**src/rtl/imem_loadable.sv**
```systemverilog
// imem_loadable: run-time loadable instruction memory with a registered, stallable fetch port
module imem_loadable #(
  parameter int                DATA_W   = 32,
  parameter int                ADDR_W   = 6,
  parameter int                DEPTH    = 32,
  parameter logic [DATA_W-1:0] NOP_WORD = '0
) (
  input  logic              clk,
  input  logic              rst_n,
  input  logic              i_load_start,
  input  logic              i_load_we,
  input  logic [DATA_W-1:0] i_load_data,
  input  logic              i_load_done,
  output logic [ADDR_W:0]   o_load_count,
  output logic              o_load_ovf,
  output logic              o_busy,
  input  logic              i_fetch_req,
  input  logic [ADDR_W-1:0] i_fetch_addr,
  output logic              o_fetch_ready,
  input  logic              i_stall,
  output logic              o_fetch_valid,
  output logic [DATA_W-1:0] o_fetch_instr,
  output logic              o_fetch_fault
);
  localparam int IDX_W = (DEPTH > 1) ? $clog2(DEPTH) : 1;
  typedef enum logic [1:0] {EMPTY, LOADING, READY} state_t;
  state_t            r_state, w_next;
  logic [ADDR_W:0]   r_count;
  logic              r_ovf, r_valid, r_fault;
  logic [DATA_W-1:0] r_instr;
  logic [DATA_W-1:0] r_mem [DEPTH];
  logic              w_full, w_hit, w_we, w_ready, w_accept;
  always_comb begin
    w_full   = r_count == (ADDR_W+1)'(DEPTH);
    w_hit    = {1'b0, i_fetch_addr} < r_count;
    w_we     = (r_state == LOADING) && i_load_we && !i_load_start && !w_full;
    w_ready  = (r_state == READY) && !i_load_start && !(r_valid && i_stall);
    w_accept = w_ready && i_fetch_req;
    w_next   = i_load_start ? LOADING :
               ((r_state == LOADING) && i_load_done) ? READY : r_state;
  end
  always_ff @(posedge clk or negedge rst_n)
    if (!rst_n) begin
      r_state <= EMPTY;
      r_count <= '0;
      r_ovf   <= 1'b0;
      r_valid <= 1'b0;
      r_instr <= NOP_WORD;
      r_fault <= 1'b0;
    end else begin
      r_state <= w_next;
      if (i_load_start) begin
        r_count <= '0;
        r_ovf   <= 1'b0;
      end else if ((r_state == LOADING) && i_load_we) begin
        if (w_full) r_ovf <= 1'b1;
        else r_count <= r_count + 1'b1;
      end
      // load_start flushes the output even while stalled
      if (i_load_start) r_valid <= 1'b0;
      else if (w_accept) begin
        r_valid <= 1'b1;
        r_instr <= w_hit ? r_mem[i_fetch_addr[IDX_W-1:0]] : NOP_WORD;
        r_fault <= !w_hit;
      end else if (!(r_valid && i_stall)) r_valid <= 1'b0;
    end
  always_ff @(posedge clk)
    if (w_we) r_mem[r_count[IDX_W-1:0]] <= i_load_data;
  assign o_load_count  = r_count;
  assign o_load_ovf    = r_ovf;
  assign o_busy        = r_state == LOADING;
  assign o_fetch_ready = w_ready;
  assign o_fetch_valid = r_valid;
  assign o_fetch_instr = r_instr;
  assign o_fetch_fault = r_fault;
endmodule
```
**config.mk**
```make
export PLATFORM = sky130hd
export DESIGN_NAME = imem_loadable
export DESIGN_NICKNAME = d
export VERILOG_FILES = /design/src/rtl/imem_loadable.sv
export SDC_FILE = /design/constraint.sdc
export NUM_CORES = 1
export LEC_CHECK = 0
export BUFFER_PORTS_ARGS = -buffer_cell sky130_fd_sc_hd__buf_2
export CORE_MARGIN = 5
export CORE_UTILIZATION = 55
export DETAILED_ROUTE_END_ITERATION = 10
export PLACE_DENSITY = 0.82
export SLEW_MARGIN = 20
export SYNTH_ARGS = -nofsm -noshare
export SYNTH_HDL_FRONTEND = slang
export SYNTH_SLANG_ARGS = --single-unit
```
**constraint.sdc**
```tcl
create_clock -name clk -period 4.7 [get_ports clk]
set_clock_uncertainty 0.15 [all_clocks]
set_input_delay 1.41 -clock clk [delete_from_list [all_inputs] [get_ports clk]]
set_output_delay 1.41 -clock clk [all_outputs]
set_load 0.01 [all_outputs]
```
Word level (Yosys, flattened, before mapping)
Memories as Yosys holds them, arrays and structs flattened.
Index checks and enable logic that the tools add are counted.
{"block": "word_totals", "ff_bits": 44, "ramBits": 1024, "in_bits": 45, "out_inout_bits": 44, "wordCells": 47, "mem_count": 1}
{"block": "op_classes", "add_sub_neg": 1, "n_lt_le_gt_ge": 1, "eq_ne": 5, "muxes": 14, "n_bitwise": 1, "n_reduce_logical": 18}
{"memory": "r_mem", "words": 32, "width": 32, "rd": 1, "rd_ports_with_merged_regs": 0, "write_ports": 1, "line": "31", "source": "logic [DATA_W-1:0] r_mem [DEPTH];"}
{"op": "32-bit 2-to-1 mux", "count": 1}
{"op": "7-bit 2-to-1 mux", "count": 3}
{"op": "1-bit logical AND", "count": 8}
{"op": "1-bit 2-to-1 mux", "count": 8}
{"op": "7-bit by 1-bit adder with 7-bit output, second input constant", "count": 1}
{"op": "7-bit by 6-bit equality test with 1-bit output, second input constant", "count": 1}
{"op": "6-bit by 7-bit < comparator with 1-bit output", "count": 1}
{"op": "2-bit AND reduction", "count": 3}
{"op": "2-bit nonzero test", "count": 3}
{"op": "1-bit zero test", "count": 4}
{"op": "2-bit 2-to-1 mux", "count": 2}
{"op": "3-bit != test, second input constant", "count": 1}
{"op": "2-bit by 1-bit equality test with 1-bit output, second input constant", "count": 1}
{"op": "2-bit equality test, second input constant", "count": 1}
{"op": "2-bit != test, second input constant", "count": 1}
{"op": "1-bit NOT", "count": 1}

Depth between registers and ports, before layout
{"block": "depth", "ltp_word": 6, "depth_mapped": 10, "mapped_depth_nobuf": 8}

Worst setup path after synthesis
Ideal clock, no wire load.
{"block": "synth_path", "path_kind": "input to register", "startpoint": "input port i_load_we", "endpoint": "memory r_mem[29][0] (enable)", "setup_ns": 0.421, "t_arrival_ns": 3.738, "t_required_ns": 4.129, "slack_ns": 0.391, "stages": 6, "n_path_buf": 1, "cell_sequence": "and3b_1 > o31a_1 > buf_2 > nor2b_1 > nand2_2 > nor2_1"}
{"block": "synth_via", "elab_chain_len": 5}
{"element": "start: declaration", "line": "11", "source": "input logic i_load_we,"}
{"element": "1-bit logical AND (3 in a row)", "line": "36", "source": "w_we = (r_state == LOADING) && i_load_we && !i_load_start && !w_full;"}
{"element": "1-bit 2-to-1 mux", "line": "68", "source": "if (w_we) r_mem[r_count[IDX_W-1:0]] <= i_load_data;"}
{"element": "1-bit 2-to-1 mux (implied by the code)", "line": "68"}
{"element": "end: declaration", "line": "31"}
No other way between the ends.

Final worst setup path
{"block": "layout_path", "startpoint": "register r_count[2] (netlist: o_load_count[2])", "endpoint": "memory r_mem[11][26] (enable)"}
{"block": "layout_via", "elab_chain_len": 5}
{"element": "start: declaration", "line": "28", "source": "logic [ADDR_W:0] r_count;"}
{"element": "start signal: assignment", "line": "57", "source": "else r_count <= r_count + 1'b1;"}
{"element": "7-bit by 6-bit equality test with 1-bit output", "line": "34", "source": "w_full = r_count == (ADDR_W+1)'(DEPTH);"}
{"element": "1-bit zero test", "line": "36"}
{"element": "1-bit logical AND", "line": "36"}
{"element": "1-bit 2-to-1 mux", "line": "68"}
{"element": "1-bit 2-to-1 mux (implied by the code)", "line": "68"}
Parallel ways exist; a longest one is shown, timed or not.

==> impl_metrics.py <==
metrics = {
    "routing": {
        "dr_wl_met3_um": 12200,
        "wl_met1_um": 36800,
        "wl_met2_um": 49600,
        "vias": 22000,
        "wl_per_cell_um": 31.9,
        "final_antenna_net_count": 0,
        "drt-initial-drc-count": 3180,
        "drt-total-wl_um": 103000,
        "first_pass_iters": 6,
        "drcViolationCount": 0,
        "top_layer_used": "met5",
        "vias_per_cell": 6.81,
    },
    "critical_path": {
        "crit_arrival_ps": 3810,
        "slowest_delay_ps": 560,
        "endpoint_kind": "flip-flop",
        "crit_path_start_kind": "flip-flop",
        "worstPathMaxFanout": 22,
        "worstSetupPathType": "reg -> reg",
        "required_ps": 4870,
        "slowest_stage": "or3_1",
        "path_cells": "or3_1 -> o31a_1 -> nor2b_1 -> nand2_2 -> nor2_4 -> buf_12",
        "path_buf_inv": 1,
        "crit_family": "simple AND/OR/NAND/NOR gates",
    },
    "global_routing": {
        "antenna_found_initial": 7,
        "grt_pass1_vias": 22200,
        "gr-total-overflow": 0,
        "grtUsageTotal": 0.253,
        "grt_max_degree": 89,
        "grt_pass1_wl_um": 150000,
    },
    "power": {
        "leakage_uw": 0.0151,
        "power_density_nw_per_um2": 426,
        "ir_drop_uv": 342,
    },
    "die": {
        "core-area_um2": 74200,
        "io_pins": 89,
        "fp.dieArea_um2": 80200,
        "num_rows": 100,
        "die_h_um": 283,
        "initial_core_util": 0.553,
        "die_w_um": 283,
    },
    "yosys": {
        "synthArstFlopShare": 0.0412,
        "synthTopCellsByCount": "edfxtp_1 (1024), mux4_2 (183), mux2i_1 (107)",
        "syn_area_per_cell_um2": 20.1,
        "synth.cell_area_um2": 41000,
        "synth_nets": 2091,
        "yosys-top-cells-area": "edfxtp_1 (75%), mux4_2 (10%), dfrtp_1 (2.7%)",
        "yosysSeqAreaShare": 0.776,
        "synth_edf_count": 1024,
        "yosysMostFrequentCell": "edfxtp_1",
        "synth_top_area_cell": "edfxtp_1",
        "ys_seq_elements": 1068,
        "yosys_warnings": 0,
        "netlist_instances": 2037,
        "yosysUniqueCellTypes": 51,
        "synth_top_area_share": 0.749,
        "synth_ff_type": "edfxtp_1",
    },
    "clock_network": {
        "cts_tree": "done",
        "clock_path_buffers": 3,
        "clkTransAtPathRegs_ps": 60,
        "insertion_delay_ps": 670,
        "cts.sinks": 1068,
        "cts_inserted_buffers": 99,
        "post_cts_buffers": 0,
        "cts_root_buf": "clkbuf_16",
        "ctsResizeCount": 0,
        "cts.htree.levels": 3,
        "ctsHoldBuffers": 0,
    },
    "sta": {
        "hold_violations": 0,
        "slew_viol_final": 0,
        "period_share": 0.775,
        "worst_slew_pin_slew_ps": 1200,
        "rsz0062_at_grt": "no",
        "setup_viol": 0,
        "relSlewSlack": 0.198,
        "setup_tns_ps": 0,
        "fmax_ghz": 0.274,
        "period_needed_ps": 3640,
    },
    "flow_run": {
        "maxCapViolCount": 0,
    },
    "finish": {
        "fin_util": 0.629,
        "nNetsFinal": 2229,
        "drive_gt1_frac": 0.250,
        "syn_to_final_growth_pct": 13.7,
    },
    "run_status": {
        "run_status": "completed",
    },
    "worst_hold_path": {
        "hp-class": "reg -> reg",
    },
    "place": {
        "gpl.final_weighted_congestion": 0.864,
        "io_buffers": 88,
        "place.detailed.hpwl_um": 55900,
    },
}
[worst register-to-register path, delay by kind of cell (launching register included)]
| kind | cells | cell delay [ps] |
|---|---|---|
| buffers and inverters | 1 | 280 |
| AND/OR/NAND/NOR | 4 | 1930 |
| flip-flops | 1 | 520 |
| AO/OA/AOI/OAI | 1 | 410 |
[power by group]
group,switching [µW],internal [µW],total (µW)
Clock,3480,4840,8330
Combinational,620,365,984
Sequential,80.0,10500,10600
[cell usage in the layout (no fill, tap or decap), types with 3 or more instances in the layout]
cell type	n
clkinv_1	10
or3_1	3
mux4_2	183
bufinv_16	15
a221oi_1	5
clkinv_2	19
mux2i_1	107
inv_6	4
nand2_1	45
dfrtp_1	44
clkbuf_16	99
ha_1	9
a31oi_1	4
clkinvlp_4	5
mux2_1	9
nand3_1	40
a221o_1	31
clkbuf_8	7
edfxtp_1	1024
nand3b_1	7
a21o_1	17
o22ai_1	92
clkbuf_1	21
nor2_4	33
buf_4	47
nand2_2	6
o21ai_1	14
o21ai_0	80
buf_12	28
nor4_1	12
inv_1	7
buf_2	84
nor4_2	17
nor2_1	40
nor2b_1	5
a21oi_1	45
xnor2_1	4
[worst paths after layout]
path | to | cells after the start | slack [ps] | from
setup / recovery | r_mem[11][26] | 6 | 1060 | o_load_count[2]
hold / removal | o_fetch_fault | 2 | 350 | o_fetch_fault
setup reg to reg | r_mem[11][26] | 6 | 1060 | o_load_count[2]
hold reg to reg | o_fetch_fault | 2 | 350 | o_fetch_fault
max in group asynchronous | o_fetch_instr[18] | 2 | 2770 | rst_n
min in group asynchronous | o_fetch_instr[8] | 1 | 750 | rst_n
[registers in the layout, summed over array words and instances, names as in the netlist]
signal and flops:
r_mem 1024, o_fetch_instr 32, o_load_count 7, r_state 2, o_fetch_fault 1, o_fetch_valid 1
o_load_ovf 1
[per-stage QoR]
| stage | hold WS, ps | cell area [µm²] | total power [µW] | std cells | worst slack, ps |
|---|---|---|---|---|---|
| 2_1_floorplan | 352 | 41000 | 11300 | 2037 | 391 |
| 3_3_place_gp | 316 | 43300 | 11700 | 3043 | 663 |
| 3_5_place_dp | 343 | 43300 | 11700 | 3043 | 567 |
| 4_1_cts | 355 | 46700 | 20000 | 3228 | 1100 |
| 5_1_grt | 374 | 46700 | 20500 | 3228 | 940 |
| 6_report | 350 | 46700 | 19900 | 3229 | 1060 |
[layer usage]
| metal | global-route usage | vias to the layer above |
|---|---|---|
| li1 | - | 8700 |
| met1 | 0.346 | 11300 |
| met2 | 0.401 | 1695 |
| met3 | 0.0624 | 282 |
| met4 | 0.101 | 6 |
| met5 | 0 | - |
[layout make-up]
cell class,count,area [µm²]
diodes,1,2.50
clock buffers,127,2650
clock inverters,58,747
fillers,4645,27500
inverters,7,26.3
multi-input cells,837,8800
flip-flops and latches,1068,31900
well taps,969,1210
repair buffers,162,1380
[cell families (layout without fill, tap and decap cells)]
family | after synthesis | in the layout | synth area share
adder cells (fa/ha/maj) | 9 | 9 | 0.00274
other | 0 | 1 | 0
flip-flops | 1068 | 1068 | 0.776
AND/OR/NAND/NOR | 222 | 222 | 0.0284
AO/OA/AOI/OAI | 301 | 301 | 0.0466
buffers and inverters | 132 | 354 | 0.0158
XOR/XNOR | 5 | 5 | 0.00107
multiplexers | 300 | 300 | 0.129
(Power assumes the default switching activity.)
